--- config.mk ---
export PLATFORM = sky130hd
export DESIGN_NAME = pattern_merge_pipe
export DESIGN_NICKNAME = d
export VERILOG_FILES = /design/src/rtl/pattern_merge_pipe.sv
export SDC_FILE = /design/constraint.sdc
export NUM_CORES = 1
export LEC_CHECK = 0
export ABC_AREA = 1
export BUFFER_PORTS_ARGS = -buffer_cell sky130_fd_sc_hd__buf_2
export CORE_UTILIZATION = 40
export DETAILED_ROUTE_END_ITERATION = 8
export MAX_ROUTING_LAYER = met4
export PLACE_DENSITY = 0.6
export SYNTH_ARGS = -nofsm -noshare
export SYNTH_HDL_FRONTEND = slang
export SYNTH_SLANG_ARGS = --single-unit
--- constraint.sdc ---
create_clock -name blif_clk_net -period 1.7 [get_ports blif_clk_net]
set_clock_uncertainty 0.2 [all_clocks]
set_input_delay 0.34 -clock blif_clk_net [delete_from_list [all_inputs] [get_ports blif_clk_net]]
set_output_delay 0.34 -clock blif_clk_net [all_outputs]
set_load 0.02 [all_outputs]
--- src/rtl/pattern_merge_pipe.sv ---
`default_nettype none
// =============================================================================
// Module   : pattern_merge_pipe
// Purpose  : Elastic valid/ready pipeline of per-token NOR/NAND pattern stages
//            with collapsing bubbles and a wrapping emitted-token counter.
// Revision : 1.0 - initial release
// =============================================================================
module pattern_merge_pipe #(
  parameter int WIDTH = 8,
  parameter int DEPTH = 3,
  parameter int CNT_W = 16
) (
  input  logic                       blif_clk_net,
  input  logic                       blif_reset_net,
  input  logic                       flush,
  input  logic                       in_valid,
  output logic                       in_ready,
  input  logic [WIDTH-1:0]           in_data,
  input  logic [DEPTH-1:0]           in_mode,
  output logic                       out_valid,
  input  logic                       out_ready,
  output logic [WIDTH-1:0]           out_data,
  output logic [$clog2(DEPTH+1)-1:0] occupancy,
  output logic [CNT_W-1:0]           emit_cnt
);

  localparam int OCC_W = $clog2(DEPTH+1);

  // Bit i combines with bit i+1; the top bit wraps around to bit 0.
  function automatic logic [WIDTH-1:0] pattern(input logic [WIDTH-1:0] x,
                                                input logic             nand_sel);
    logic [WIDTH-1:0] nbr;
    nbr = {x[0], x[WIDTH-1:1]};
    return nand_sel ? ~(x & nbr) : ~(x | nbr);
  endfunction

  logic [DEPTH-1:0] v_q;
  logic [DEPTH-1:0] v_d;
  logic [WIDTH-1:0] data_q  [DEPTH];
  logic [DEPTH-1:0] mode_q  [DEPTH];
  logic [WIDTH-1:0] x_in    [DEPTH];
  logic [DEPTH-1:0] mode_in [DEPTH];
  logic [WIDTH-1:0] y_d     [DEPTH];
  logic [DEPTH-1:0] adv;
  logic [DEPTH-1:0] load;
  logic [CNT_W-1:0] cnt_q;
  logic [CNT_W-1:0] cnt_d;
  logic [OCC_W-1:0] occ;
  logic             out_hs;

  // Advance resolves from the output end back towards the input.
  always_comb begin
    adv = '0;
    adv[DEPTH-1] = v_q[DEPTH-1] & out_ready;
    for (int k = DEPTH-2; k >= 0; k--) begin
      adv[k] = v_q[k] & (~v_q[k+1] | adv[k+1]);
    end
  end

  assign in_ready = ~flush & (~v_q[0] | adv[0]);
  assign out_hs   = v_q[DEPTH-1] & out_ready;

  for (genvar k = 0; k < DEPTH; k++) begin : g_stage
    if (k == 0) begin : g_head
      assign x_in[k]    = in_data;
      assign mode_in[k] = in_mode;
      assign load[k]    = in_valid & in_ready;
    end else begin : g_body
      assign x_in[k]    = data_q[k-1];
      assign mode_in[k] = mode_q[k-1];
      assign load[k]    = adv[k-1];
    end
    assign y_d[k] = pattern(x_in[k], mode_in[k][k]);
  end

  always_comb begin
    v_d   = flush ? '0 : (load | (v_q & ~adv));
    cnt_d = cnt_q + CNT_W'(out_hs);
    occ   = '0;
    for (int k = 0; k < DEPTH; k++) begin
      occ = occ + OCC_W'(v_q[k]);
    end
  end

  always_ff @(posedge blif_clk_net or posedge blif_reset_net) begin
    if (blif_reset_net) begin
      v_q   <= '0;
      cnt_q <= '0;
      for (int k = 0; k < DEPTH; k++) begin
        data_q[k] <= '0;
        mode_q[k] <= '0;
      end
    end else begin
      v_q   <= v_d;
      cnt_q <= cnt_d;
      // Data follows loads even during flush; only the valid bits are cleared.
      for (int k = 0; k < DEPTH; k++) begin
        if (load[k]) begin
          data_q[k] <= y_d[k];
          mode_q[k] <= mode_in[k];
        end
      end
    end
  end

  assign out_valid = v_q[DEPTH-1];
  assign out_data  = data_q[DEPTH-1];
  assign occupancy = occ;
  assign emit_cnt  = cnt_q;

endmodule
`default_nettype wire

==> parameters.txt <==
Parameter                              Value

Status
  Status ... finished, violations left
  Violations in the final reports ... negative setup slack

Run
  Maxcap violations ... 0

Power
  Leakage ... around 1.5 nW
  Cell Pwr Density ... between 900 and 1000 mW/mm^2
  Maximum vdd ir drop ... between 0.4 and 0.5 mV

Global routing
  Vias in the first global route ... 1,825
  GRT Total Usage ... 0.170
  Initial antenna violation count ... 0
  Overflow after GRT ... 0
  Maximum number of pins on one net before global-route repair ... 34
  Global-route wire length before repair ... 8120 um

Timing
  Worst hold-check slack ... roughly 0.03 ns
  Worst path setup slack after routing ... -0.245 ns
  Setup repair after global routing missed its margin ... yes
  Ratio of final minimum period to clock period ... 1.14
  Worst max-slew margin expressed relative to the limit ... 0.765
  Fmax ... around 510 MHz
  Setup violation total in the final timing report ... 3
  Measured slew at the worst slew-check pin ... roughly 0.35 ns
  Minimum clock period after layout ... roughly 1.9 ns
  Final number of max-transition violations ... 0
  Hold Fails Final Rpt ... 0

Floorplanning
  Horizontal die dimension ... around 80 um
  Number of standard-cell rows in the floorplan ... 28
  Io pins ... 44
  Area enclosed by the die boundary ... about 0.0064 mm^2
  Starting density of the core ... 0.414
  Placeable core region ... roughly 0.0059 mm^2
  Die boundary height ... ~80 um

Cells and area
  Commonest non-fill, non-tap cell in the layout ... nand2_1
  Leading cell types in the layout, fill and taps excluded ... nand2_1 (102), dfrtp_1 (45), buf_2 (40)
  Final instance area ... 0.00291 mm^2
  Area growth from synthesis to layout ... 19.5%
  Final design utilization ... 0.495
  ANT cells ... 0
  Filler cells ... 602
  Storage cell area ... roughly 0.0012 mm^2
  Final Net Count ... 367
  Area of the multi-input gates ... approximately 0.0011 mm^2
  Layout cell share with drive strength beyond 1 ... 0.261

Synth
  Fraction of the mapped netlist area in simple logic gates ... 0.293
  Mean instance size in the synthesized netlist ... 8.05 um^2
  Net count after synthesis ... roughly 320
  Largest family of logic cells by synthesized area ... simple AND/OR/NAND/NOR gates
  Mux contribution to synthesized area ... 0
  Synthesized netlist cell count ... between 300 and 400
  Mapped Area ... around 0.0024 mm^2
  Adder-cell share of the synthesized area ... 0.0185
  Number of distinct standard cells referenced by the synthesized netlist ... 27
  Post-synth top area share ... 0.472
  Post-Synth XOR/XNOR Area ... 0.0287
  Cell type with the highest aggregate area in the netlist ... dfrtp_1
  Complex-gate fraction of the synthesized area ... 0.0816
  Seq cells post-synth ... 46
  Area contributors post-synth ... dfrtp_1 (47%), nand2_1 (16%), inv_1 (5.5%)
  Sequential fraction of the synthesis area ... 0.472
  Number of warning messages in the yosys log ... 0

Drt
  Remaining antenna violation count ... 0
  DRC ... 0
  Vias after detailed routing ... around 2,000
  Wire per inst ... between 10 and 15 um
  Router iterations before antenna repair ... 4
  Wirelength, routed ... roughly 4800 um
  Via density per instance ... between 4 and 5
  Number of violations reported at the end of detailed-routing iteration 0 ... 63

Place
  Final estimated routing congestion in global placement ... between 0.7 and 0.8
  Area after DPL ... between 0.002 and 0.003 mm^2
  Pre-CTS setup slack ... -0.0162 ns
  Port Buffers ... between 40 and 50
  Final HPWL from detailed placement ... 3660 um

Clock tree
  Clock Latency Late Sink ... ~0.29 ns
  Clock sink count ... 46
  Clock buffer depth ... 2
  Clock slew seen by the registers of the worst setup and hold paths ... around 0.080 ns
  Master cell of the clock root buffer ... clkbuf_8
  Level count of the clock H-tree ... 2
  TritonCTS Buffers ... 5
  Clock tree from TritonCTS ... done

Worst setup path
  Maximum net fanout on the critical path ... 2
  Critical path arrival ... between 1 and 1.5 ns
  Type of the setup path with the least slack ... reg -> out
  Number of buffer and inverter instances along the worst setup path ... 1
  Cell class contributing the biggest share of worst-path delay ... adder cells
  Cell at the slowest stage of the critical path ... fa_2
  Critical Path, Cell by Cell ... fa_2 > buf_6
  Required time of the worst setup path ... between 1 and 1.5 ns
  Startpoint of the worst setup timing path ... v_q[1]
  Startpoint Class ... flop
  RR Startpoint ... v_q[2]
  Worst stage delay on the critical path ... approximately 0.58 ns
  Capturing element type of the critical path ... output pin

Hold path
  Hold/Removal Path Class ... in -> reg
  Startpoint of the worst hold path ... flush
state kept, by name, summed over array words and instances (netlist names):
name and count:
v_q 3, emit_cnt 16, data_q 16, mode_in 3, out_data 8
layout make-up:
type	instances	share of cell area
Sequential cell	46	0.395
Clock inverter	1	0.0103
Timing Repair Buffer	54	0.115
Clock buffer	7	0.0262
Tap cell	75	0.0322
Inverter	38	0.0502
Multi-Input combinational cell	203	0.371
report_power, final:
group          switching [mW]  internal (mW)
clock                   0.355          0.440
sequential              0.128           1.27
combinational           0.404          0.242
per-layer routing:
layer / global-route usage / share of wire / up-vias
met5: - / 0 / -
met4: 0.0536 / 0.010 / 0
met3: 0.0375 / 0.033 / 4
met2: 0.265 / 0.47 / 35
met1: 0.221 / 0.49 / 922
li1: - / - / 1035
path summary, 6_finish.rpt:
kind                                 to  slack, ns  depth (start not counted)
max                        occupancy[0]      -0.25                          2
min                              v_q[2]       0.03                          2
max in group asynchronous        v_q[2]       0.46                          4
min reg2reg                 out_data[1]       0.28                          2
min in group asynchronous   emit_cnt[5]       0.36                          3
max reg2reg                 emit_cnt[6]       0.05                          8
repair_timing:
item,CTS,global route
endpoints found under the hold margin,13,0
setup buffers,0,2
hold buffers,1,0
endpoints found under the setup margin,4,7
pin swaps,1,1
gates resized for setup,4,9
synthesized netlist by cell type:
master	n
a21oi_1	10
a21oi_2	1
buf_1	1
buf_2	3
buf_4	10
buf_6	2
dfrtp_1	46
fa_1	1
ha_1	2
inv_1	36
inv_2	2
nand2_1	105
nand2_2	3
nand2_4	1
nand3_1	10
nand3_2	3
nand4_1	14
nand4_2	1
nor2_1	17
nor2_2	2
nor2_4	3
o211ai_1	3
o21ai_0	11
o21ai_1	2
o21ai_2	6
xnor2_1	3
xor2_1	5
cells by family after synthesis:
group | count (synthesis)
fa+ha+maj | 3
compound gates | 33
simple gates | 159
buf+inv | 54
xor+xnor | 8
flops | 46
per-stage QoR:
step / std cells / TNS [ns] / total power [mW]
after detailed placement: 413 / -0.0162 / 2.07
after CTS: 422 / -0.509 / 2.88
after floorplan: 303 / 0 / 1.94
after global placement: 413 / 0 / 2.05
after global routing: 424 / -0.732 / 3.05
final: 424 / -0.407 / 2.84
Note: power is estimated with default switching activity, not from simulation.
